===== src/rtl/uart_pkg.sv =====
// Shared UART definitions, used by both the transmit and receive engines.
//   uart_state_e    : frame-level FSM state encoding
//   PAR_EVEN/PAR_ODD: parity type encodings on the par_typ input
//   UART_DATA_WIDTH : default payload bits per frame
package uart_pkg;

    localparam int UART_DATA_WIDTH = 8;

    localparam logic PAR_EVEN = 1'b0;
    localparam logic PAR_ODD  = 1'b1;

    typedef enum logic [2:0] {
        IDLE   = 3'd0,
        START  = 3'd1,
        DATA   = 3'd2,
        PARITY = 3'd3,
        STOP   = 3'd4
    } uart_state_e;

endpackage


===== src/rtl/uart_tx_frame_if.sv =====
// Byte hand-off channel into the UART transmitter.
//   p_data     : byte to send (master -> slave)
//   data_valid : request to send p_data (master -> slave)
//   tx_ready   : slave can take a byte (slave -> master)
// Handshake: a byte moves on any rising clk edge where data_valid && tx_ready.
// The master holds p_data stable while data_valid is high and not yet accepted;
// the slave raises tx_ready only when idle and never queues a request.
interface uart_tx_frame_if #(
    parameter int DATA_WIDTH = 8
);
    logic [DATA_WIDTH-1:0] p_data;
    logic                  data_valid;
    logic                  tx_ready;

    modport master (
        output p_data,
        output data_valid,
        input  tx_ready
    );

    modport slave (
        input  p_data,
        input  data_valid,
        output tx_ready
    );
endinterface


===== src/rtl/uart_parity_gen.sv =====
// Combinational parity generator.
//   data_i     : payload bits
//   par_typ_i  : PAR_EVEN or PAR_ODD
//   par_bit_o  : bit that makes the ones count over data+parity even (PAR_EVEN)
//                or odd (PAR_ODD)
module uart_parity_gen
    import uart_pkg::*;
#(
    parameter int DATA_WIDTH = UART_DATA_WIDTH
) (
    input  logic [DATA_WIDTH-1:0] data_i,
    input  logic                  par_typ_i,
    output logic                  par_bit_o
);

    always_comb begin
        par_bit_o = 1'b0;
        case (par_typ_i)
            PAR_EVEN: par_bit_o = ^data_i;
            default:  par_bit_o = ~^data_i;
        endcase
    end

endmodule


===== src/rtl/uart_tx_frame.sv =====
// UART transmit engine: takes one byte per handshake and sends it LSB first as
// start bit, DATA_WIDTH data bits, optional parity bit, one stop bit.
//   clk, rst   : clock, synchronous active-high reset
//   tx_if      : slave side of the byte channel (p_data, data_valid, tx_ready)
//   par_en     : 1 = append a parity bit
//   par_typ    : PAR_EVEN / PAR_ODD
//   baud_div   : clk cycles per serial bit, 0 behaves as 1
//   tx_out     : registered serial line, idle high
//   busy       : high from the first start-bit cycle to the last stop-bit cycle
//   dbg_state  : current FSM state
module uart_tx_frame
    import uart_pkg::*;
#(
    parameter int DATA_WIDTH = UART_DATA_WIDTH,
    parameter int DIV_WIDTH  = 16
) (
    input  logic                 clk,
    input  logic                 rst,
    uart_tx_frame_if.slave       tx_if,
    input  logic                 par_en,
    input  logic                 par_typ,
    input  logic [DIV_WIDTH-1:0] baud_div,
    output logic                 tx_out,
    output logic                 busy,
    output uart_state_e          dbg_state
);

    localparam int BIT_W = (DATA_WIDTH > 1) ? $clog2(DATA_WIDTH) : 1;

    localparam logic [DIV_WIDTH-1:0] DIV_ONE  = DIV_WIDTH'(1);
    localparam logic [BIT_W-1:0]     BIT_ONE  = BIT_W'(1);
    localparam logic [BIT_W-1:0]     BIT_LAST = BIT_W'(DATA_WIDTH - 1);

    uart_state_e           state_q,   state_d;
    logic [DIV_WIDTH-1:0]  cnt_q,     cnt_d;
    logic [DIV_WIDTH-1:0]  div_q,     div_d;
    logic [BIT_W-1:0]      bit_q,     bit_d;
    logic [DATA_WIDTH-1:0] data_q,    data_d;
    logic                  par_en_q,  par_en_d;
    logic                  par_typ_q, par_typ_d;
    logic                  tx_q,      tx_d;

    logic baud_last;
    logic par_bit;

    // Parity is taken from the captured byte and captured type, so config
    // changes on the inputs mid-frame cannot affect it.
    uart_parity_gen #(
        .DATA_WIDTH (DATA_WIDTH)
    ) u_parity (
        .data_i    (data_q),
        .par_typ_i (par_typ_q),
        .par_bit_o (par_bit)
    );

    // div_q is never 0 once a frame has started, so div_q-1 cannot wrap.
    assign baud_last = (cnt_q == (div_q - DIV_ONE));

    always_comb begin
        state_d   = state_q;
        cnt_d     = cnt_q;
        div_d     = div_q;
        bit_d     = bit_q;
        data_d    = data_q;
        par_en_d  = par_en_q;
        par_typ_d = par_typ_q;
        tx_d      = 1'b1;

        case (state_q)
            IDLE: begin
                cnt_d = '0;
                bit_d = '0;
                // tx_ready is high throughout IDLE, so data_valid alone accepts.
                if (tx_if.data_valid) begin
                    state_d   = START;
                    data_d    = tx_if.p_data;
                    par_en_d  = par_en;
                    par_typ_d = par_typ;
                    div_d     = (baud_div == '0) ? DIV_ONE : baud_div;
                end
            end
            default: begin
                if (baud_last) begin
                    cnt_d = '0;
                    case (state_q)
                        START: begin
                            state_d = DATA;
                            bit_d   = '0;
                        end
                        DATA: begin
                            if (bit_q == BIT_LAST) begin
                                state_d = par_en_q ? PARITY : STOP;
                                bit_d   = '0;
                            end else begin
                                bit_d = bit_q + BIT_ONE;
                            end
                        end
                        PARITY:  state_d = STOP;
                        default: state_d = IDLE;
                    endcase
                end else begin
                    cnt_d = cnt_q + DIV_ONE;
                end
            end
        endcase

        // The line value is computed from the next state so that tx_out comes
        // straight off a flop and changes on the same edge as the state.
        case (state_d)
            START:   tx_d = 1'b0;
            DATA:    tx_d = data_d[bit_d];
            PARITY:  tx_d = par_bit;
            default: tx_d = 1'b1;
        endcase
    end

    always_ff @(posedge clk) begin
        if (rst) begin
            state_q   <= IDLE;
            cnt_q     <= '0;
            div_q     <= DIV_ONE;
            bit_q     <= '0;
            data_q    <= '0;
            par_en_q  <= 1'b0;
            par_typ_q <= PAR_EVEN;
            tx_q      <= 1'b1;
        end else begin
            state_q   <= state_d;
            cnt_q     <= cnt_d;
            div_q     <= div_d;
            bit_q     <= bit_d;
            data_q    <= data_d;
            par_en_q  <= par_en_d;
            par_typ_q <= par_typ_d;
            tx_q      <= tx_d;
        end
    end

    assign tx_out         = tx_q;
    assign busy           = (state_q != IDLE);
    assign tx_if.tx_ready = (state_q == IDLE);
    assign dbg_state      = state_q;

endmodule


===== src/flat_wrapper.sv =====
// flat-port wrapper written by rule: the top's interface ports become plain ports
module uart_tx_frame_flat import uart_pkg::*;
#(
    parameter int DATA_WIDTH = UART_DATA_WIDTH,
    parameter int DIV_WIDTH  = 16
)
  (clk, rst, par_en, par_typ, baud_div, tx_out, busy, dbg_state, tx_if_p_data, tx_if_data_valid, tx_if_tx_ready);
  uart_tx_frame_if #(.DATA_WIDTH(DATA_WIDTH)) tx_if_i ();
  input  logic clk;
  input  logic rst;
  input  logic par_en;
  input  logic par_typ;
  input  logic [DIV_WIDTH-1:0] baud_div;
  output logic tx_out;
  output logic busy;
  output uart_state_e dbg_state;
  input wire logic [$bits(tx_if_i.p_data)-1:0] tx_if_p_data;
  input wire logic [$bits(tx_if_i.data_valid)-1:0] tx_if_data_valid;
  output wire logic [$bits(tx_if_i.tx_ready)-1:0] tx_if_tx_ready;
  assign tx_if_i.p_data = tx_if_p_data;
  assign tx_if_i.data_valid = tx_if_data_valid;
  assign tx_if_tx_ready = tx_if_i.tx_ready;
  uart_tx_frame #(.DATA_WIDTH(DATA_WIDTH), .DIV_WIDTH(DIV_WIDTH)) u_core (.clk(clk), .rst(rst), .tx_if(tx_if_i), .par_en(par_en), .par_typ(par_typ), .baud_div(baud_div), .tx_out(tx_out), .busy(busy), .dbg_state(dbg_state));
endmodule

===== config.mk =====
export PLATFORM = sky130hd
export DESIGN_NAME = uart_tx_frame_flat
export DESIGN_NICKNAME = d
export VERILOG_FILES = /design/src/rtl/uart_pkg.sv /design/src/rtl/uart_tx_frame_if.sv /design/src/rtl/uart_parity_gen.sv /design/src/rtl/uart_tx_frame.sv /design/src/flat_wrapper.sv
export SDC_FILE = /design/constraint.sdc
export NUM_CORES = 1
export LEC_CHECK = 0
export CAP_MARGIN = 5
export CORE_ASPECT_RATIO = 1.25
export CORE_MARGIN = 2
export CORE_UTILIZATION = 50
export CTS_CLUSTER_DIAMETER = 100
export CTS_CLUSTER_SIZE = 16
export DETAILED_ROUTE_END_ITERATION = 10
export PLACE_DENSITY_LB_ADDON = 0.1
export REMOVE_ABC_BUFFERS = 1
export SKIP_LAST_GASP = 1
export SYNTH_ARGS = -nofsm -noshare
export SYNTH_HDL_FRONTEND = slang
export SYNTH_HIERARCHICAL = 1
export SYNTH_SLANG_ARGS = --single-unit

===== constraint.sdc =====
create_clock -name clk -period 10.34 [get_ports clk]
set_clock_uncertainty 0.15 [all_clocks]
set_input_delay 2.068 -clock clk [delete_from_list [all_inputs] [get_ports clk]]
set_output_delay 2.068 -clock clk [all_outputs]
set_load 0.03 [all_outputs]

# Word-level counts from Yosys, hierarchy flattened
# Index checks and enable logic that the tools add are counted.
# word_totals
ram_bits,0
latchBits,0
out_inout_bits,6
reg_bits,49
in_bits,29
memories,0
rom_bits,0
word_cells,44
# classes
eq_ne,8
n_addsub,3
shifts,0
div,0
reduce_logical,7
bitwise_logic,0
n_mul,0
magnitude_cmp,1
mux,17
# ops
op,n
3-bit 2-to-1 mux,8
"16-bit by 1-bit adder with 16-bit output, second input constant",1
16-bit == test,1
16-bit zero test,1
16-bit 2-to-1 mux,1
8-bit 2-to-1 mux,2
"16-bit by 1-bit subtractor with 16-bit output, second input constant",1
"3-bit by 2-bit == test with 1-bit output, second input constant",4
3-bit one-hot mux with 3 select lines,1
8-bit XNOR reduction,1
8-bit XOR reduction,1
"3-bit by 1-bit == test with 1-bit output, second input constant",2
3-bit one-hot mux with 2 select lines,1
"3-bit by 4-bit < comparator with 1-bit output, second input constant",1
"3-bit by 1-bit adder with 3-bit output, second input constant",1
1-bit binary-select mux with 3-bit select,1
"3-bit == test, second input constant",1
3-bit zero test,1
1-bit one-hot mux with 3 select lines,1
3-bit nonzero test,1
3-bit OR reduction,1
1-bit 2-to-1 mux,2
2-bit AND reduction,1

# Depth between registers and ports, before layout
# Gate-level depths: netlist of run 1.
# depth
ltp_word,8
mapped_depth,14

# By module
# The synthesis of run 1 kept the hierarchy.
# by_module_without_submodules
mod,area_per_inst_um2,instances,cells_each
uart_tx_frame,2857.7,1,363
uart_parity_gen,82.6,1,7

# Worst setup path after synthesis of run 1
# No wires, ideal clock.
# synth_path
kind,register to output
start,"reg u_core.state_q[2], in the netlist u_core/dbg_state[2]"
end,out busy
setup_slack_ns,6.071
stages_incl_launch_ff,4
arrival_ns,2.051
n_path_buf,1
cell_sequence,dfxtp_1 > clkbuf_1 > nor3_1 > inv_1
# synth_via
elab_chain_len,1
# synth_lines
element,line_no,rtl
start: declaration,uart_tx_frame.sv:34,"uart_state_e state_q, state_d;"
start signal: assignment,uart_tx_frame.sv:128,state_q <= state_d;
3-bit nonzero test,uart_tx_frame.sv:140,assign busy = (state_q != IDLE);
end: declaration,flat_wrapper.sv:15,output logic busy;
# Every way passes these cells.

# Worst setup path in the final report of run 1
# layout_path
start,"reg u_core.state_q[1], in the netlist u_core/dbg_state[1]"
end,out tx_if_tx_ready
# layout_via
elab_chain_len,1
# layout_lines
element,line_no,rtl
3-bit zero test,uart_tx_frame.sv:141,assign tx_if.tx_ready = (state_q == IDLE);
end: declaration,flat_wrapper.sv:19,output wire logic [$bits(tx_if_i.tx_ready)-1:0] tx_if_tx_ready;
# Every way passes these cells.

==> out/metrics.yaml, run 1 <==
outcome:
  status: "finished clean"
grt:
  grt_pass1_wl_mm: 11.3
  grt_overflow: 0
  grt_usage_pct: 21.6
  antenna_found_initial: 0
  grt_pass1_vias: 2446
  grt_max_degree: 35
setup_path:
  required_ps: 8120
  startpoint_type: "flop"
  crit_path_end: "tx_if_tx_ready"
  r2r_start: "u_core/div_q[0]$_SDFFE_PP1P_"
  regToRegSetupSlack_ps: 6510
  reg2regPathDepth: 11
  startpoint: "u_core/dbg_state[1]$_SDFF_PP0_"
  critical_path.max_fanout: 11
  rr_endpoint: "u_core/tx_out$_SDFF_PP1_"
  cp.arrival_ps: 2170
  worstSetupEndpointType: "output port"
  path_class: "flop to output port"
timing:
  fmax_mhz: 228
  rsz0062_at_grt: "false"
  worst_pin_slew_ps: 710
  max-slew-margin-rel_pct: 52.3
  setup_viol: 0
  fin_crit_ps: 4390
  timing.final.crit_share_pct: 42.4
  finalSetupTns_ps: 0
  hold_viol: 0
  drv_slew: 0
cts:
  cts_made_buffers: 5
  postCtsSetupBuffers: 0
  path_clk_slew_ps: 100
  numClockSinks: 49
  cts_resized: 0
  clk_latency_ps: 320
  clock_path_buffers: 2
  htree_levels: 2
  hold_buffers: 0
  cts_tree: "yes"
  clock-root-buffer: "clkbuf_8"
pwr:
  p_int_mw: 0.324
  p_leak_nw: 1.22
  clkPwrFrac_pct: 25.3
  net-switching-power_mw: 0.168
  p_sw_share_pct: 34.2
  max-vdd-ir-drop_mv: 0.0631
  pwr-share-seq_pct: 44.3
  p_per_area_nw_per_um2: 146
  pwr-share-comb_pct: 30.4
floorplanning:
  ios: 35
  die_h_microns: 89.7
  die_w_microns: 72.6
  initial_core_util_pct: 51.2
  core_area_sq_um: 5740
  fp-row-count: 31
  die_area_sq_um: 6510
synth:
  postSynthAreaPerCell_sq_um: 7.95
  syn-instance-count: 370
  yosys_warnings: 6
  netlist_area_sq_um: 2940
  synth_top_area_cell: "dfxtp_1"
  synth_top_cell_area_share_pct: 33.4
  yosysSeqAreaShare_pct: 33.4
  ys_top_cells_by_area: "dfxtp_1, nand2_1, xnor2_1"
  synth-edff-count: 0
  synth-seq-cells: 49
  synthDistinctLibCells: 57
  async_reset_ff_share_pct: 0
  ys.flop_type: "dfxtp_1"
routing:
  num_vias: 2594
  drc: 0
  drt-total-wl_mm: 6.59
  drtIter0Drc: 123
  vias_per_cell: 5.70
  ant_nets: 0
  routedWlPerCell_microns: 14.5
  drt_pass1_iterations: 4
final_layout:
  final_common_cell: "nand2_1"
  utilization_pct: 58.7
  fill_cells: 543
  drive_gt1_share_pct: 7.71
  syn2layout_area_growth_pct: 14.6
  antenna_cells: 0
  final_cell_mix: "nand2_1, dfxtp_1, clkdlybuf4s50_1, nor2_1, a21oi_1"
  final_nets: 421
  postLayoutCellArea_sq_um: 3370
placed_design:
  place.gp.congestion: 0.876
  port-buffer-count: 34
  postPlaceCellArea_sq_um: 3270
  dp_hpwl_mm: 4.83
flow_run:
  drv_cap: 0
hold_path:
  hp-class: "flop to flop"
==> synthesized netlist by cell type, drive strengths merged (2+ instances only) <==
| cell type | instances |
|---|---|
| xnor2 | 25 |
| ha | 4 |
| a21o | 2 |
| nand3 | 13 |
| or3 | 4 |
| a41oi | 3 |
| or2 | 5 |
| nor3 | 13 |
| nor2 | 35 |
| a211o | 4 |
| a22oi | 3 |
| or4 | 6 |
| buf | 6 |
| a211oi | 2 |
| nand2b | 3 |
| mux2 | 3 |
| a21oi | 32 |
| nand2 | 66 |
| nor4 | 10 |
| o211ai | 2 |
| inv | 5 |
| clkbuf | 20 |
| dfxtp | 49 |
| and3 | 6 |
| o31ai | 4 |
| and2 | 2 |
| a22o | 3 |
| nor4b | 2 |
| o21ai | 5 |
| xor2 | 14 |
==> worst min path at each step <==
| stage | from | endpoint | slack [ps] | cells past startpoint |
|---|---|---|---|---|
| after floorplan | u_core/div_q[15]$_SDFFE_PP0P_ | u_core/div_q[15]$_SDFFE_PP0P_ | 290 | 2 |
| after global placement | u_core/div_q[15]$_SDFFE_PP0P_ | u_core/div_q[15]$_SDFFE_PP0P_ | 310 | 2 |
| after detailed placement | u_core/div_q[15]$_SDFFE_PP0P_ | u_core/div_q[15]$_SDFFE_PP0P_ | 310 | 2 |
| after CTS | u_core/div_q[15]$_SDFFE_PP0P_ | u_core/div_q[15]$_SDFFE_PP0P_ | 320 | 2 |
| after global routing | u_core/div_q[15]$_SDFFE_PP0P_ | u_core/div_q[15]$_SDFFE_PP0P_ | 340 | 2 |
| final | u_core/div_q[15]$_SDFFE_PP0P_ | u_core/div_q[15]$_SDFFE_PP0P_ | 320 | 2 |
==> power groups by stage <==
stage	logic, mW	clock network, mW	registers [mW]
global placement	0.148	0	0.222
finish	0.150	0.125	0.218
CTS	0.151	0.128	0.218
floorplan	0.101	0	0.222
detailed placement	0.150	0	0.222
global route	0.166	0.136	0.221
==> final cells by class <==
class	count	area (sq um)	area share, %
clock buffers	6	82.6	2.45
clock inverters	2	17.5	0.520
inverters	5	18.8	0.557
multi-input cells	290	1830	54.2
flip-flops and latches	49	981	29.1
well taps	66	82.6	2.45
repair buffers	37	363	10.8
==> kinds of logic (layout without fill, tap and decap cells) <==
kind of cell | Yosys count | in the layout | share of synthesized area (%)
XOR/XNOR | 40 | 40 | 12.6
buffers and inverters | 31 | 50 | 4.55
flip-flops | 49 | 49 | 33.4
AND/OR/NAND/NOR | 170 | 170 | 28.6
adder cells (fa/ha/maj) | 4 | 4 | 1.70
multiplexers | 4 | 4 | 1.49
AO/OA/AOI/OAI | 72 | 72 | 17.6
==> flip-flops by register name, summed over array words and instances (netlist names) <==
register	count
u_core/bit_q	3
u_core/cnt_q	16
u_core/data_q	8
u_core/dbg_state	3
u_core/div_q	16
u_core/par_en_q	1
u_core/par_typ_q	1
u_core/tx_out	1
==> critical path, stage by stage, from the launching register on <==
cell and delay [ps]:
dfxtp_1 420, nor3_1 630, clkdlybuf4s50_1 800
==> metrics by stage <==
step | total power, mW | hold slack [ps] | setup WS, ps | std cells
final | 0.492 | 320 | 5950 | 455
after global placement | 0.370 | 306 | 6350 | 447
after floorplan | 0.323 | 292 | 6160 | 344
after global routing | 0.524 | 343 | 5770 | 455
after CTS | 0.496 | 322 | 5920 | 455
after detailed placement | 0.372 | 308 | 6280 | 447
==> per-layer routing <==
layer / vias to the layer above / wire length (microns) / global-route usage [%]
met4: 0 / 142 / 7.41
met5: - / 0 / 0
li1: 1330 / - / -
met2: 48 / 3440 / 36.9
met3: 9 / 226 / 3.81
met1: 1207 / 2790 / 26.8
Power figures use the tool's default switching activity.
==> run 2: changes to the inputs <==
clock period = 4.17 ns   (was 10.34 ns; I/O delays follow)
==> run 2 against run 1 <==
- register-to-register slack worse by 6100 ps
- global-route usage rose by 0.31 points
- final area shrank 0.11%
- worst hold slack improved by 5.4 ps
- routed wire length rose by 2.5%
- largest cell class unchanged
- critical path depth grew 8
- utilization is 0.065 points lower
==> out/metrics.yaml, run 2 (synthesized netlist as in run 1, its figures left out) <==
outcome:
  status: "finished clean"
routing:
  vias_per_cell: 5.75  # +0.93%
  num_vias: 2618  # +0.93%
  routedWlPerCell_microns: 14.8  # +2.5%
  drt_pass1_iterations: 4  # unchanged
  drc: 0  # unchanged
  drtIter0Drc: 99  # -20%
  ant_nets: 0  # unchanged
  drt-total-wl_mm: 6.75  # +2.5%
pwr:
  p_per_area_nw_per_um2: 359  # +150%
  max-vdd-ir-drop_mv: 0.232  # +270%
  p_leak_nw: 1.22  # about the same
grt:
  antenna_found_initial: 0  # unchanged
  grt_usage_pct: 21.9  # +0.31 points
  grt_pass1_wl_mm: 11.5  # +1.7%
  grt_overflow: 0  # unchanged
  grt_pass1_vias: 2477  # +1.3%
  grt_max_degree: 23  # -34%
final_layout:
  multi_input_area_sq_um: 1830  # unchanged
  fill_cells: 563  # +3.7%
  final_nets: 421  # unchanged
  reg.largest.list: "u_core/cnt_q: 16 flops, u_core/div_q: 16 flops, u_core/data_q: 8 flops"
  drive_gt1_share_pct: 7.71  # unchanged
  final_cell_mix: "nand2_1, dfxtp_1, clkdlybuf4s50_1, nor2_1, a21oi_1"
  seqCellArea_sq_um: 981  # unchanged
  syn2layout_area_growth_pct: 14.5
  antenna_cells: 0  # unchanged
  final_common_cell: "nand2_1"
cts:
  hold_buffers: 0  # unchanged
  postCtsSetupBuffers: 0  # unchanged
  cts_tree: "yes"
  clk_latency_ps: 310  # about the same
  cts_made_buffers: 5  # unchanged
  numClockSinks: 49  # unchanged
  path_clk_slew_ps: 90  # about the same
  clock-root-buffer: "clkbuf_8"
  cts_resized: 0  # unchanged
  htree_levels: 2  # unchanged
  clock_path_buffers: 2  # unchanged
setup_path:
  path_depth: 10  # +8
  path_cells: "or4_4 > or4_4 > a2111oi_4 > o211ai_1 > nor4b_1 > and3_1 > nor3b_2 > a22oi_1 > a2111o_1 > a41oi_2"
  path_class: "flop to flop"
  cpPeakStageDelay_ps: 630  # -170 ps
  regToRegSetupSlack_ps: 380  # -6130 ps
  crit_buf_inv: 0  # -1
  cp.arrival_ps: 3880  # +1710 ps
  crit_top_cell: "or4_4"
  critical_path.max_fanout: 10  # -1
  worstSetupEndpointType: "flop"
  rr_endpoint: "u_core/tx_out$_SDFF_PP1_"
  cp_top_family: "simple AND/OR/NAND/NOR gates"
  reg2regPathDepth: 10  # -1
  startpoint: "u_core/div_q[5]$_SDFFE_PP0P_"
  crit_path_end: "u_core/tx_out$_SDFF_PP1_"
  startpoint_type: "flop"
  required_ps: 4260  # -3860 ps
  slowest_stage: "or4_4"
  r2r_start: "u_core/div_q[5]$_SDFFE_PP0P_"
floorplanning:
  die_w_microns: 72.6  # unchanged
  fp-row-count: 31  # unchanged
  core_area_sq_um: 5740  # unchanged
  initial_core_util_pct: 51.2  # unchanged
  die_h_microns: 89.7  # unchanged
  ios: 35  # unchanged
  die_area_sq_um: 6510  # unchanged
timing:
  hold_viol: 0  # unchanged
  fmax_mhz: 264
  worst_pin_slew_ps: 725  # +15.0 ps
  max-slew-margin-rel_pct: 51.3  # -1.0 points
  timing.final.crit_share_pct: 90.9
  setup_viol: 0  # unchanged
  drv_slew: 0  # unchanged
  rsz0062_at_grt: "false"
  finalSetupTns_ps: 0  # unchanged
  fin_crit_ps: 3790
  worst_slack_ps: 378  # -5570 ps
  hold_ws_ps: 326  # +5.44 ps
placed_design:
  place.gp.congestion: 0.927  # +5.8%
  pre_cts_slack_ps: 432  # -5850 ps
  port-buffer-count: 34  # unchanged
  dp_hpwl_mm: 5.14  # +6.4%
hold_path:
  whs_path_depth: 2  # unchanged
  min_from: "u_core/div_q[15]$_SDFFE_PP0P_"
  hp-class: "flop to flop"
flow_run:
  drv_cap: 0  # unchanged
run 2: cell count changes in the layout (fill, tap and decap cells not counted), sizes merged:
cell	before	now
clkinv	1	2
inv	6	5
run 2: power by group:
group,internal (mW),switching (mW),leakage [nW],total [mW]
Clock,0.135,0.161,0.0512,0.295
Sequential,0.499,0.0442,0.400,0.543
Combinational,0.167,0.205,0.768,0.372
Total,0.800,0.410,1.22,1.21
run 2: how the worst min path moves through the flow:
stage / to / slack, ps
after floorplan: u_core/div_q[15]$_SDFFE_PP0P_ / 290
final: u_core/div_q[15]$_SDFFE_PP0P_ / 330
after global placement: u_core/div_q[15]$_SDFFE_PP0P_ / 310
after detailed placement: u_core/par_typ_q$_SDFFE_PP0P_ / 320
after global routing: u_core/par_typ_q$_SDFFE_PP0P_ / 350
after CTS: u_core/div_q[15]$_SDFFE_PP0P_ / 330
run 2: layout make-up:
cell class	instances	share of cell area, %
clock buffer	6	2.45
clock inverter	2	0.409
inverter	5	0.557
multi-input combinational	290	54.2
sequential	49	29.1
tap	66	2.45
timing repair buffer	37	10.8
run 2: stage by stage:
| stage | total power [mW] | cells | cell area, sq um | util (%) |
|---|---|---|---|---|
| floorplan | 0.801 | 344 | 2830 | - |
| global placement | 0.922 | 447 | 3270 | 57.0 |
| detailed placement | 0.926 | 447 | 3270 | 57.0 |
| CTS | 1.22 | 455 | 3370 | 58.7 |
| global route | 1.28 | 455 | 3370 | 58.7 |
| finish | 1.21 | 455 | 3370 | 58.7 |
run 2: per-layer routing:
metal / global-route usage (%) / vias to the layer above / share of wire, %
li1: - / 1333 / -
met1: 26.7 / 1227 / 43
met2: 38.1 / 46 / 53
met3: 3.36 / 12 / 2.6
met4: 7.87 / 0 / 1.9
met5: 0 / - / 0
run 2: worst reg2reg max path: cells and delay by family, from the launching register on:
kind | cells | cell delay, ps
simple gates | 5 | 1930
compound gates | 5 | 1260
flops | 1 | 380
